===== src/rtl/sseg_pkg.sv =====
// Shared constants for the seven-segment display path.
// Glyphs are active-low, bit6..bit0 = a,b,c,d,e,f,g.
// No logic; constants only.
package sseg_pkg;

  // Segment bit positions within a 7-bit cathode word.
  localparam int SEG_BIT_A = 6;
  localparam int SEG_BIT_B = 5;
  localparam int SEG_BIT_C = 4;
  localparam int SEG_BIT_D = 3;
  localparam int SEG_BIT_E = 2;
  localparam int SEG_BIT_F = 1;
  localparam int SEG_BIT_G = 0;

  // All segments dark.
  localparam logic [6:0] SEG_OFF = 7'h7F;

  // Digit glyphs 0..9.
  localparam logic [6:0] GLYPH_0 = 7'b0000001;
  localparam logic [6:0] GLYPH_1 = 7'b1001111;
  localparam logic [6:0] GLYPH_2 = 7'b0010010;
  localparam logic [6:0] GLYPH_3 = 7'b0000110;
  localparam logic [6:0] GLYPH_4 = 7'b1001100;
  localparam logic [6:0] GLYPH_5 = 7'b0100100;
  localparam logic [6:0] GLYPH_6 = 7'b0100000;
  localparam logic [6:0] GLYPH_7 = 7'b0001111;
  localparam logic [6:0] GLYPH_8 = 7'b0000000;
  localparam logic [6:0] GLYPH_9 = 7'b0000100;

  // Hex letter glyphs A..F.
  localparam logic [6:0] GLYPH_A = 7'b0001000;
  localparam logic [6:0] GLYPH_B = 7'b1100000;
  localparam logic [6:0] GLYPH_C = 7'b0110001;
  localparam logic [6:0] GLYPH_D = 7'b1000010;
  localparam logic [6:0] GLYPH_E = 7'b0110000;
  localparam logic [6:0] GLYPH_F = 7'b0111000;

endpackage


===== src/rtl/seg_glyph.sv =====
// Combinational 4-bit code to active-low seven-segment glyph decoder.
// Latency: 0 cycles (pure combinational).
// No flow control; suppress or BCD codes 10-15 yield a dark glyph.
module seg_glyph
  import sseg_pkg::*;
(
  input  logic [3:0] code,
  input  logic       hex_mode,
  input  logic       suppress,
  output logic [6:0] glyph
);

  // Look up the glyph; letters only exist in hex mode.
  always_comb begin
    glyph = SEG_OFF;
    if (!suppress) begin
      case (code)
        4'h0: glyph = GLYPH_0;
        4'h1: glyph = GLYPH_1;
        4'h2: glyph = GLYPH_2;
        4'h3: glyph = GLYPH_3;
        4'h4: glyph = GLYPH_4;
        4'h5: glyph = GLYPH_5;
        4'h6: glyph = GLYPH_6;
        4'h7: glyph = GLYPH_7;
        4'h8: glyph = GLYPH_8;
        4'h9: glyph = GLYPH_9;
        4'hA: glyph = hex_mode ? GLYPH_A : SEG_OFF;
        4'hB: glyph = hex_mode ? GLYPH_B : SEG_OFF;
        4'hC: glyph = hex_mode ? GLYPH_C : SEG_OFF;
        4'hD: glyph = hex_mode ? GLYPH_D : SEG_OFF;
        4'hE: glyph = hex_mode ? GLYPH_E : SEG_OFF;
        4'hF: glyph = hex_mode ? GLYPH_F : SEG_OFF;
        default: glyph = SEG_OFF;
      endcase
    end
  end

endmodule


===== src/rtl/sseg_scan_ctrl.sv =====
// N-digit seven-segment scan controller with blanking guard and frame snapshot.
// Latency: 1 cycle from (pre_cnt, idx, snapshot) to pins; snapshot lit BLANK_CYC+1 after capture.
// No backpressure; free-running scan, inputs sampled once per frame.
module sseg_scan_ctrl
  import sseg_pkg::*;
#(
  parameter int N_DIGITS    = 4,
  parameter int REFRESH_DIV = 50000,
  parameter int BLANK_CYC   = 1000,
  parameter int ACTIVE_LOW  = 1
) (
  input  logic                  clk,
  input  logic                  rst_n,
  input  logic [4*N_DIGITS-1:0] digits_in,
  input  logic [N_DIGITS-1:0]   dp_in,
  input  logic [N_DIGITS-1:0]   digit_en,
  input  logic                  hex_mode,
  input  logic                  lz_suppress,
  output logic [N_DIGITS-1:0]   an,
  output logic [6:0]            cath,
  output logic                  dp,
  output logic                  frame_start
);

  localparam int PW = $clog2(REFRESH_DIV);
  localparam int IW = $clog2(N_DIGITS);
  localparam logic [PW-1:0] PRE_LAST  = PW'(REFRESH_DIV - 1);
  localparam logic [PW-1:0] PRE_BLANK = PW'(BLANK_CYC);
  localparam logic [IW-1:0] IDX_FIRST = IW'(N_DIGITS - 1);

  // Polarity mask: 1 when pins are active-high and internal levels must flip.
  localparam logic INV = (ACTIVE_LOW == 0);
  localparam logic [N_DIGITS-1:0] AN_OFF   = {N_DIGITS{~INV}};
  localparam logic [6:0]          CATH_OFF = SEG_OFF ^ {7{INV}};
  localparam logic                DP_OFF   = ~INV;

  logic [PW-1:0]         pre_cnt;
  logic [IW-1:0]         idx;
  logic [4*N_DIGITS-1:0] snap_digits;
  logic [N_DIGITS-1:0]   snap_dp;
  logic [N_DIGITS-1:0]   snap_en;
  logic                  snap_hex;
  logic                  snap_lz;

  logic                  capture;
  logic                  blank;
  logic                  zero_run;
  logic [N_DIGITS-1:0]   sup_mask;
  logic [3:0]            cur_code;
  logic                  cur_sup;
  logic [6:0]            cur_glyph;
  logic [N_DIGITS-1:0]   an_act;
  logic [6:0]            cath_low;
  logic                  dp_act;

  assign capture  = (pre_cnt == '0) && (idx == IDX_FIRST);
  assign blank    = (pre_cnt < PRE_BLANK);
  assign cur_code = snap_digits[{idx, 2'b00} +: 4];
  assign cur_sup  = sup_mask[idx];

  // Prescaler and slot index: leftmost digit first, stepping down each slot.
  always_ff @(posedge clk or negedge rst_n) begin
    if (!rst_n) begin
      pre_cnt <= '0;
      idx     <= IDX_FIRST;
    end else if (pre_cnt == PRE_LAST) begin
      pre_cnt <= '0;
      idx     <= (idx == '0) ? IDX_FIRST : idx - 1'b1;
    end else begin
      pre_cnt <= pre_cnt + 1'b1;
    end
  end

  // Frame-coherent snapshot of all display inputs at the start of each frame.
  always_ff @(posedge clk or negedge rst_n) begin
    if (!rst_n) begin
      snap_digits <= '0;
      snap_dp     <= '0;
      snap_en     <= '0;
      snap_hex    <= 1'b0;
      snap_lz     <= 1'b0;
    end else if (capture) begin
      snap_digits <= digits_in;
      snap_dp     <= dp_in;
      snap_en     <= digit_en;
      snap_hex    <= hex_mode;
      snap_lz     <= lz_suppress;
    end
  end

  // Leading-zero mask: a digit stays suppressed while it and all digits left of it are bare zeros.
  always_comb begin
    zero_run = snap_lz;
    sup_mask = '0;
    for (int k = N_DIGITS - 1; k >= 1; k--) begin
      zero_run    = zero_run && (snap_digits[4*k +: 4] == 4'd0) && !snap_dp[k];
      sup_mask[k] = zero_run;
    end
  end

  seg_glyph u_glyph (
    .code     (cur_code),
    .hex_mode (snap_hex),
    .suppress (cur_sup),
    .glyph    (cur_glyph)
  );

  // Slot output in internal polarity: dark during the guard, else strobe the enabled anode.
  always_comb begin
    an_act   = '0;
    cath_low = SEG_OFF;
    dp_act   = 1'b0;
    if (!blank) begin
      an_act[idx] = snap_en[idx];
      cath_low    = cur_glyph;
      dp_act      = snap_dp[idx] & ~cur_sup;
    end
  end

  // Output registers with pin polarity applied.
  always_ff @(posedge clk or negedge rst_n) begin
    if (!rst_n) begin
      an          <= AN_OFF;
      cath        <= CATH_OFF;
      dp          <= DP_OFF;
      frame_start <= 1'b0;
    end else begin
      an          <= an_act ^ AN_OFF;
      cath        <= cath_low ^ {7{INV}};
      dp          <= dp_act ^ DP_OFF;
      frame_start <= capture;
    end
  end

endmodule


===== config.mk =====
export PLATFORM = sky130hd
export DESIGN_NAME = sseg_scan_ctrl
export DESIGN_NICKNAME = d
export VERILOG_FILES = /design/src/rtl/sseg_pkg.sv /design/src/rtl/seg_glyph.sv /design/src/rtl/sseg_scan_ctrl.sv
export SDC_FILE = /design/constraint.sdc
export NUM_CORES = 1
export LEC_CHECK = 0
export CELL_PAD_IN_SITES_DETAIL_PLACEMENT = 1
export CELL_PAD_IN_SITES_GLOBAL_PLACEMENT = 1
export CORE_MARGIN = 5
export CORE_UTILIZATION = 35
export CTS_CLUSTER_DIAMETER = 60
export CTS_CLUSTER_SIZE = 12
export DETAILED_ROUTE_END_ITERATION = 8
export GPL_ROUTABILITY_DRIVEN = 0
export PLACE_DENSITY = 0.67
export SETUP_SLACK_MARGIN = 0.1
export SYNTH_ARGS = -nofsm -noshare
export SYNTH_HDL_FRONTEND = slang
export SYNTH_SLANG_ARGS = --single-unit

===== constraint.sdc =====
create_clock -name clk -period 3.69 [get_ports clk]
set_clock_uncertainty 0.2 [all_clocks]
set_input_delay 0.738 -clock clk [delete_from_list [all_inputs] [get_ports clk]]
set_output_delay 0.738 -clock clk [all_outputs]
set_load 0.01 [all_outputs]

Yosys cells after proc, flatten, opt, wreduce, memory -nomap -nowiden
Index checks and enable logic that the tools add are counted.
W data, S select, Z words.
- flip-flop bits (word level): 57
- bits of input ports: 28
- output and inout port bits: 13
- add/subtract/negate cells: 2
- order comparisons: 3
- eq/ne operators: 17
- shifts and indexed selects: 1
- mux-type cells: 21
- bitwise operators: 5
- reduce and logical (&&, ||, !) cells: 17
- operator list (cell ; count):
    $pmux W7 S16 ; 1
    $mux W7 ; 6
    $eq A4 B4 Y1 const B ; 8
    $add A16 B1 Y16 const B ; 1
    $eq A16 B16 Y1 const B ; 1
    $eq A4 B3 Y1 const B ; 4
    $logic_not A16 Y1 ; 1
    $logic_not A4 Y1 ; 4
    $lt A16 B10 Y1 const B ; 1
    $mux W16 ; 1
    $shiftx A16 B5 Y4 ; 1
    $eq A4 B2 Y1 const B ; 2
    $logic_and A1 B1 Y1 ; 8
    $bmux W1 S2 ; 3
    $mux W6 ; 1
    $mux W1 ; 5
    $mux W5 ; 1
    $and A4 B4 Y4 ; 1
    $eq A4 B1 Y1 const B ; 1
    $mux W4 ; 1
    $not A4 Y4 ; 1
    $logic_not A1 Y1 ; 3
    $lt A2 B3 Y1 const B ; 1
    $demux W1 S2 ; 1
    other kinds (7) ; 8

Depth between registers and ports, before layout
- word-level depth: 13
- mapped depth: 7
- gate-level depth less buffers: 6

Cells and area by module
From an unflattened synthesis, not the netlist that was laid out.
- cell total of the unflattened synthesis: 241
- area, all modules: 2847.7 µm²
- by module, submodules not included (module ; times used ; cells each ; area an instance (µm²) ; sequential area each (µm²)):
    sseg_scan_ctrl ; 1 ; 193 ; 2552.4 ; 1443.9
    seg_glyph ; 1 ; 48 ; 295.3 ; 0.0

Least setup slack after synthesis
OpenSTA, ideal clock, no wires.
- path kind: reg2reg
- from: register pre_cnt[10]
- to: register snap_digits[0]
- data arrival time: 2.404 ns
- data required time: 3.365 ns
- setup slack: 0.961 ns
- cell stages (with the launch flop): 7
- period minus slack after synthesis: 2.729 ns
- cells stage by stage: dfrtp_1 > buf_6 > or4_4 > or3_4 > nor4_4 > buf_6 > mux2_2
- longest elaborated chain between the ends: 2
- RTL lines (item ; RTL line ; text):
    start: declaration ; sseg_scan_ctrl.sv:37 ; logic [PW-1:0] pre_cnt;
    start signal: assignment ; sseg_scan_ctrl.sv:70 ; pre_cnt <= pre_cnt + 1'b1;
    $logic_not A16 Y1 ; sseg_scan_ctrl.sv:56 ; assign capture = (pre_cnt == '0) && (idx == IDX_FIRST);
    $logic_and A1 B1 Y1 ; sseg_scan_ctrl.sv:56 ;
    end signal: assignment ; sseg_scan_ctrl.sv:83 ; snap_digits <= digits_in;
    end: declaration ; sseg_scan_ctrl.sv:39 ; logic [4*N_DIGITS-1:0] snap_digits;
No other way between the ends.
A chain may end at the register's enable or synchronous reset.

Final worst setup path
- from: register idx[0]
- to: register snap_digits[12]
- longest elaborated chain between the ends: 2
- RTL lines (item ; RTL line ; text):
    start: declaration ; sseg_scan_ctrl.sv:38 ; logic [IW-1:0] idx;
    start signal: assignment ; sseg_scan_ctrl.sv:68 ; idx <= (idx == '0) ? IDX_FIRST : idx - 1'b1;
    $eq A2 B2 Y1 ; sseg_scan_ctrl.sv:56 ;
    $logic_and A1 B1 Y1 ; sseg_scan_ctrl.sv:56 ;
No other way between the ends.

==> results by group <==
Logic synthesis
  • Adder-cell area share of the yosys netlist: 2.80%
  • Top FF cell, synth: dfrtp_1
  • Simple-gate portion of the synthesized area: 15.6%
  • Syn avg cell area: 12.2 um^2
  • Yosys reg bits: 57
  • Sequential share of the synthesized area: 53.9%
  • Yosys cell types: 37
  • Synthesized area: 0.00268 mm^2
  • Ys Warns: 0
  • Syn Inst Count: 220
  • Synth Area in Compound Gates: 3.88%
  • Largest family of logic cells by synthesized area: simple AND/OR/NAND/NOR gates
  • Ys async rst share: 100%
  • Mapped Nets: 254
  • Multiplexer share of the synthesized area: 15.5%
  • Post-synth EDFFs: 0
  • Synth Area in XOR/XNOR: 5.23%

Timing
  • Worst-Margin Slew: 0.833 ns
  • Fin crit share: 75.3%
  • Final hold slack: 0.286 ns
  • Max Transition Viols Final: 0
  • Fin crit period: 2.78 ns
  • Final Hold Vio Count: 0
  • Sum of negative setup slack: 0 ns
  • Slew headroom: 44.5%
  • RSZ-0062 raised after global routing: no
  • Fmax: 0.360 GHz
  • Final setup viols: 0
  • Final worst-path setup slack: 0.911 ns

Die
  • Die area: 0.00950 mm^2
  • Ports: 41
  • Row cnt: 32
  • Die height: 97.5 um
  • CORE AREA: 0.00761 mm^2
  • Die X: 97.5 um
  • Initial core utilization: 35.2%

Setup path
  • Critical Path AT: 2.80 ns
  • Reg2Reg Launch Point: idx[0]
  • Worst Setup End Kind: register
  • Startpoint Class: register
  • Crit path kind: register to register
  • CP required: 3.71 ns
  • Crit path max fanout: 28
  • Critical path startpoint: idx[0]

Final layout
  • # diodes: 0
  • Layout Area Growth over Synthesis: 26.4%
  • Filler instances: 826
  • Layout cell share with drive strength beyond 1: 23.5%
  • Final core occ: 44.5%
  • Most common cell after layout, fill and taps aside: dfrtp_1
  • Most frequent cells in the layout: dfrtp_1, clkdlybuf4s50_1, mux2_2, nor2_1, nand2_1
  • Finished Cell Area: 0.00339 mm^2
  • Area of the multi-input gates: 0.00115 mm^2
  • FF/Latch Area: 0.00144 mm^2
  • Non-filler cells, final: 374
  • Nets: 301

GRT
  • Grt ovf: 0
  • Vias in the first global route: 1961
  • Largest net degree at the start of global routing: 40
  • Global Route Usage Sum: 12.8%
  • First-pass GRT wire length: 9700 um
  • Initial antenna violation count: 0

Placement
  • Pre-CTS WS: 0.899 ns
  • Port Buf Inserts: 40
  • Dpl hpwl: 4150 um
  • Area after DPL: 0.00318 mm^2
  • Inst Count DP: 358

Route
  • Number of DRC markers in iteration 0: 53
  • First-pass DRT Iterations: 4
  • Total wire length: 5670 um
  • Avg WL per Cell: 15.2 um
  • DRT antenna net count: 0
  • Via count: 1827
  • Drt via density: 4.89
  • DRC viols: 0

Worst hold path
  • HP Class: register to register
  • Hold_sp: pre_cnt[0]

Power
  • P_leak: 1.49 nW
  • Total power draw: 1.26 mW
  • Peak VDD IR: 0.198 mV
  • PD cells: 372 mW/mm^2

Clock network
  • Clk Latency, worst-skew pair: 0.33 ns
  • Post-CTS Repair Setup Buffers: 0
  • Root buf cell: clkbuf_8
  • CTS tree: yes
  • Clk slew on worst S/H paths: 0.07 ns
  • Post-CTS resize count: 0
  • CTS Sinks: 57
  • TritonCTS Buffers: 9
  • H-tree depth: 3
  • Hold buffers post-CTS: 0
  • CTS Buffer Depth: 2

Run status
  • Status: finished, final reports clean

Run
  • Max cap viols: 0
-- final timing paths --
kind                                         to  slack, ns  cells past startpoint
worst min register to register       pre_cnt[0]       0.29                      1
worst max-delay path            snap_digits[12]       0.91                      5
worst min-delay path                 pre_cnt[0]       0.29                      1
min in group asynchronous        snap_digits[7]       0.31                      1
max in group asynchronous            snap_dp[3]       2.21                      2
worst max register to register  snap_digits[12]       0.91                      5
-- state kept, by name, summed over array words and instances, names as in the netlist --
signal,cells
snap_hex,1
pre_cnt,16
cath,7
dp,1
an,4
snap_en,4
snap_lz,1
frame_start,1
idx,2
snap_dp,4
snap_digits,16
-- cells by family (layout without fill, tap and decap cells) --
group	after synthesis	after routing
buffers and inverters	16	68
adders and majority gates	6	6
and+or+nand+nor	78	78
DFF	57	57
xor gates and xnor gates	16	16
muxes	31	31
AOI/OAI and AO/OA	16	16
-- metal layers --
metal	track usage (%)	share of wire [%]	vias to the layer above
li1	-	-	869
met1	17.3	48	918
met2	19.2	46	33
met3	2.94	3.8	7
met4	6.39	1.7	0
met5	0	0	-
-- Yosys cell counts (2+ instances only) --
cell	number	area (um^2)
o221ai_1	2	17.5
nand2b_1	3	18.8
and3_1	7	43.8
or3_1	4	25.0
mux2_1	3	33.8
dfrtp_1	43	1080
nand4_1	5	31.3
nor4_1	3	18.8
nor2_1	18	67.6
xnor2_1	6	52.6
inv_1	8	30.0
dfstp_2	14	368
o22ai_1	3	18.8
buf_6	3	33.8
nor3_1	3	15.0
mux2_2	21	236
clkbuf_1	5	18.8
xor2_1	10	87.6
a21oi_1	4	20.0
o21ai_0	2	10.0
nand3_1	7	35.0
mux4_2	6	135
ha_1	6	75.1
nor2b_1	4	25.0
nand2_1	18	67.6
-- critical path, stage by stage, from the launching register on --
cell and delay, ns:
dfstp_2 0.71, ha_1 0.22, or4bb_1 0.54, nor4_4 0.22, buf_4 0.37, mux2_2 0.39
-- where the power goes --
group | total [mW] | switching, mW | internal, mW
registers | 0.626 | 0 | 0.626
logic | 0.0405 | 0.0155 | 0.0250
clock network | 0.593 | 0.244 | 0.349
-- cell type report --
class	count	area share (%)
multi-input combinational	147	34.0
tap	102	3.77
sequential	57	42.6
timing repair buffer	44	12.6
clock buffer	12	4.58
inverter	8	0.887
clock inverter	4	1.52
Note: power is estimated with default switching activity, not from simulation.
